## config.mk

```make
export PLATFORM = sky130hd
export DESIGN_NAME = hazard_sched_ctrl
export DESIGN_NICKNAME = d
export VERILOG_FILES = /design/src/rtl/hazard_sched_ctrl.sv
export SDC_FILE = /design/constraint.sdc
export NUM_CORES = 1
export LEC_CHECK = 0
export ABC_AREA = 1
export BUFFER_PORTS_ARGS = -buffer_cell sky130_fd_sc_hd__buf_4
export CORE_MARGIN = 8
export CORE_UTILIZATION = 59
export CTS_CLUSTER_DIAMETER = 40
export DETAILED_ROUTE_END_ITERATION = 10
export PLACE_DENSITY = 0.85
export SYNTH_ARGS = -nofsm -noshare
export SYNTH_HDL_FRONTEND = slang
export SYNTH_SLANG_ARGS = --single-unit
export TNS_END_PERCENT = 50
```

## constraint.sdc

```tcl
create_clock -name clk -period 3.5 [get_ports clk]
set_input_delay 0.7 -clock clk [delete_from_list [all_inputs] [get_ports clk]]
set_output_delay 0.7 -clock clk [all_outputs]
set_load 0.01 [all_outputs]
```

## src/rtl/hazard_sched_ctrl.sv

```systemverilog
// Pipeline hazard scheduler for the 5-stage core: load-use interlock,
// taken-branch flush, multi-cycle divide hold and a stall-cycle counter.
module hazard_sched_ctrl #(
    parameter int unsigned DIV_CYCLES = 32,
    parameter int unsigned CNT_W      = 6,
    parameter int unsigned PERF_W     = 32
) (
    input  logic              clk,
    input  logic              rst,
    input  logic [4:0]        id_rs1,
    input  logic [4:0]        id_rs2,
    input  logic              id_uses_rs1,
    input  logic              id_uses_rs2,
    input  logic              ex_MemRead,
    input  logic [4:0]        ex_rd,
    input  logic              ex_div_req,
    input  logic              ex_branch_taken,
    output logic              pc_stall,
    output logic              ifid_stall,
    output logic              ifid_flush,
    output logic              idex_stall,
    output logic              idex_flush,
    output logic              exmem_flush,
    output logic              load_use_hazard,
    output logic              div_busy,
    output logic              div_done,
    output logic [PERF_W-1:0] perf_stall_cnt
);

    typedef enum logic {
        IDLE = 1'b0,
        BUSY = 1'b1
    } state_e;

    state_e              state_q;
    logic [CNT_W-1:0]    cnt_q;
    logic [PERF_W-1:0]   perf_q;

    logic div_start;
    logic div_run;
    logic div_fin;
    logic lu_hit;
    logic br_sel;
    logic lu_sel;

    // Decode which scheduling case owns this cycle (divide > branch > load-use)
    always_comb begin
        div_start = (state_q == IDLE) && ex_div_req;
        div_run   = (state_q == BUSY) && (cnt_q != '0);
        div_fin   = (state_q == BUSY) && (cnt_q == '0);
        lu_hit    = ex_MemRead && (ex_rd != 5'd0) &&
                    ((id_uses_rs1 && (id_rs1 == ex_rd)) ||
                     (id_uses_rs2 && (id_rs2 == ex_rd)));
        br_sel    = (state_q == IDLE) && !ex_div_req && ex_branch_taken;
        lu_sel    = (state_q == IDLE) && !ex_div_req && !ex_branch_taken && lu_hit;
    end

    // Stall/flush outputs, all forced low while reset is held
    always_comb begin
        pc_stall        = 1'b0;
        ifid_stall      = 1'b0;
        ifid_flush      = 1'b0;
        idex_stall      = 1'b0;
        idex_flush      = 1'b0;
        exmem_flush     = 1'b0;
        load_use_hazard = 1'b0;
        div_busy        = 1'b0;
        div_done        = 1'b0;
        perf_stall_cnt  = '0;
        if (!rst) begin
            perf_stall_cnt = perf_q;
            if (div_start || div_run) begin
                pc_stall    = 1'b1;
                ifid_stall  = 1'b1;
                idex_stall  = 1'b1;
                exmem_flush = 1'b1;
                div_busy    = 1'b1;
            end else if (div_fin) begin
                div_busy = 1'b1;
                div_done = 1'b1;
            end else if (br_sel) begin
                ifid_flush = 1'b1;
                idex_flush = 1'b1;
            end else if (lu_sel) begin
                pc_stall        = 1'b1;
                ifid_stall      = 1'b1;
                idex_flush      = 1'b1;
                load_use_hazard = 1'b1;
            end
        end
    end

    // Divide sequencer: the start cycle plus DIV_CYCLES-1 BUSY cycles
    always_ff @(posedge clk) begin
        if (rst) begin
            state_q <= IDLE;
            cnt_q   <= '0;
        end else begin
            case (state_q)
                IDLE: begin
                    if (ex_div_req) begin
                        cnt_q   <= CNT_W'(DIV_CYCLES - 2);
                        state_q <= BUSY;
                    end
                end
                BUSY: begin
                    if (cnt_q != '0) begin
                        cnt_q <= cnt_q - CNT_W'(1);
                    end else begin
                        state_q <= IDLE;
                    end
                end
                default: state_q <= IDLE;
            endcase
        end
    end

    // Saturating count of cycles with the PC held
    always_ff @(posedge clk) begin
        if (rst) begin
            perf_q <= '0;
        end else if (pc_stall && (perf_q != '1)) begin
            perf_q <= perf_q + PERF_W'(1);
        end
    end

endmodule
```

==> metrics.md <==
| Metric | Value |
|---|---|
| Row cnt | `25` |
| Endpoints failing hold | `0` |
| Sw Ratio | `29.8%` |
| Nets@finish | `603` |
| Core area | `0.00475 sq mm` |
| Iter 0 DRT Violations | `232` |
| Most used cell, CP | `nand2_4` |
| Period utilization | `72.9%` |
| Placed wire-length estimate | `6160 microns` |
| Final instance area | `0.00348 sq mm` |
| Gr usage total | `21.8%` |
| Register area share after synthesis | `26.6%` |
| Placed Cells | `639` |
| Clock tree sinks | `39` |
| Die H | `86.6 microns` |
| Cell variety after synth | `25` |
| Flop2flop setup slack | `0.95 ns` |
| Setup bufs post-CTS | `0` |
| Fraction of layout cells with a size suffix above 1 | `14.0%` |
| Worst vdd rail ir drop | `185 uV` |
| P_sw | `0.000277 W` |
| Clock tree from TritonCTS | `yes` |
| Detailed Route WL | `8070 microns` |
| Ant diodes | `0` |
| Net count after synthesis | `550` |
| Design Power | `0.000930 W` |
| Post-Route M1 WL | `3450 microns` |
| Layout area overhead | `18.6%` |
| Cell count after synthesis | `526` |
| Worst Path Max Fanout | `35` |
| Max Freq | `0.392 GHz` |
| CP endpoint kind | `flip-flop` |
| Flop pwr share | `50.1%` |
| Commonest cells after routing, fill and taps aside | `171 x nand2_1, 98 x nor2_1, 70 x inv_1` |
| Gpl congestion | `1.00` |
| Crit-path cells | `ha_1, inv_2, nor2_4, nand2_4, nor3_4, nand3_4, nand2_4, nand2_1, a21oi_1` |
| Worst Reg-to-Reg Cells | `9` |
| Setup TNS after final layout | `0 ns` |
| Clock power share | `33.5%` |
| Data required, critical path | `3.72 ns` |
| Met2 routed wirelength | `3870 microns` |
| DR DRC count | `0` |
| Static leakage | `1.56 nW` |
| Pins over their slew limit | `0` |
| Commonest non-fill, non-tap cell in the layout | `nand2_1` |
| Antenna violations before repair | `0` |
| Fin cells | `647` |
| Buffers and inverters on the worst path | `1` |
| Instance count on the critical path | `9` |
| Post-layout minimum cycle time | `2.55 ns` |
| CP max stage delay | `0.45 ns` |
| Detail Route Antenna Nets | `0` |
| Status | `finished, final reports clean` |
| CTS-repair resized insts | `0` |
| Number of global-route vias before repair | `3,070` |
| IO Pins | `63` |
| Die width | `86.6 microns` |
| Syn. warnings | `0` |
| Synth area leaders | `dfxtp_1 27%, nand2_1 22%, nor2_1 13%, inv_1 8.9%, nand3_1 8.7%` |
| Uppermost layer routed | `met4` |
| Syn Area/Cell | `5.58 sq um` |
| Area fraction of the dominant cell type after synthesis | `26.6%` |
| Cts bufs inserted | `5` |
| WL per Instance | `12.5 microns` |
| Crit Path Class | `flip-flop to flip-flop` |
| Initial Utilization | `61.8%` |
| Vias | `3,405` |
| Setup violations, final | `0` |
| Clock-pin slew on the worst setup and hold paths | `0.09 ns` |
| RSZ-0062 raised after global routing | `no` |
| Via density | `5.26` |
| Post-synth top area cell | `dfxtp_1` |
| Die area | `0.00749 sq mm` |
| Logic gate share of total power | `16.4%` |
| Hold-fix buffers at CTS | `0` |
| Mapped Area | `0.00294 sq mm` |
| Clk_lat worst skew | `0.30 ns` |
| Crit path launch type | `flip-flop` |
| Hold_ws | `0.492 ns` |
| Clock Root Buffer | `clkbuf_8` |
| # Max-Cap Violations | `0` |
| Slew headroom | `70.7%` |
| Number of synthesized register bits | `39` |
| H-Tree Depth | `2` |
| Slew @ Worst Pin | `0.439 ns` |
| PwrDens | `267 mW/mm^2` |
| DR pass1 iterations | `5` |
| First-pass GRT wire length | `13,500 microns` |
| Pin count of the biggest net entering global routing | `45` |
| Pint | `0.000653 W` |
| Clock Tree Buf Depth | `2` |
| WP data arrival | `2.78 ns` |
| Area post-placement | `0.00340 sq mm` |
| Final Skew | `0.0117 ns` |
| IO Port Bufs | `62` |
| Filler Cell Count | `443` |
| Worst Hold Depth | `2` |
| Crit-path slowest cell | `dfxtp_1` |
| HP Class | `flip-flop to flip-flop` |
| Gr ovfl total | `0` |
| WL met3 | `652 microns` |
| Largest delay contributor family on the critical path | `simple AND/OR/NAND/NOR gates` |
sequential cells by signal, indices dropped and copies added, names as in the netlist:
signal and count:
perf_q 32, cnt_q 6, state_q 1
final timing paths:
| check | to | from |
|---|---|---|
| worst max-delay path | perf_q[3] | perf_q[0] |
| worst min-delay path | cnt_q[3] | cnt_q[3] |
| worst max register to register | perf_q[3] | perf_q[0] |
| worst min register to register | cnt_q[3] | cnt_q[3] |
metrics by stage:
| stage | worst slack, ns | utilization (%) |
|---|---|---|
| after CTS | 0.969 | 73.3 |
| final | 0.949 | 73.3 |
| after global placement | 1.04 | 71.5 |
| after global routing | 0.677 | 73.3 |
| after detailed placement | 1.00 | 71.5 |
| after floorplan | 1.17 | - |
cell usage after synthesis:
cell type,number
inv_2,2
nor3_4,1
nand3_1,51
buf_2,4
inv_1,70
or2_2,2
ha_1,2
nand2_1,171
o21ai_0,3
nor2_1,98
nand4_1,7
buf_4,2
nand2_4,2
nand3_4,1
a21oi_1,36
a31oi_1,1
nand2_2,1
nor3_1,3
buf_1,3
nor4_1,1
buf_6,3
clkbuf_1,6
xor2_1,16
dfxtp_1,39
nor2_4,1
cell families after synthesis:
| kind of cell | synth area share [%] |
|---|---|
| XOR/XNOR | 4.77 |
| flip-flops | 26.6 |
| AND/OR/NAND/NOR | 48.2 |
| buffers and inverters | 12.7 |
| adder cells (fa/ha/maj) | 0.852 |
| AO/OA/AOI/OAI | 6.86 |
area by class of cell:
cell class / instances / area, sq um / area share [%]
clock buffer: 6 / 72.6 / 2.08
inverter: 72 / 270 / 7.76
sequential: 39 / 781 / 22.4
clock inverter: 2 / 12.5 / 0.359
multi-input combinational: 397 / 1780 / 51.2
tap: 67 / 83.8 / 2.41
timing repair buffer: 64 / 480 / 13.8
power groups by stage:
stage               Sequential (W)  Combinational (W)  Clock (W)
floorplan                 0.000474           0.000107          0
global placement          0.000476           0.000147          0
detailed placement        0.000476           0.000152          0
CTS                       0.000466           0.000152   0.000313
global route              0.000468           0.000172   0.000328
finish                    0.000466           0.000153   0.000311
metal layers:
metal / vias to the layer above / global-route usage (%)
li1: 1728 / -
met1: 1525 / 25.9
met2: 144 / 37.7
met3: 8 / 4.91
met4: 0 / 7.20
met5: - / 0
worst register-to-register path, stage by stage, from the launching register on:
cell	delay (ns)
dfxtp_1	0.45
ha_1	0.32
inv_2	0.09
nor2_4	0.20
nand2_4	0.12
nor3_4	0.21
nand3_4	0.37
nand2_4	0.45
nand2_1	0.11
a21oi_1	0.15
Power figures use the tool's default switching activity.
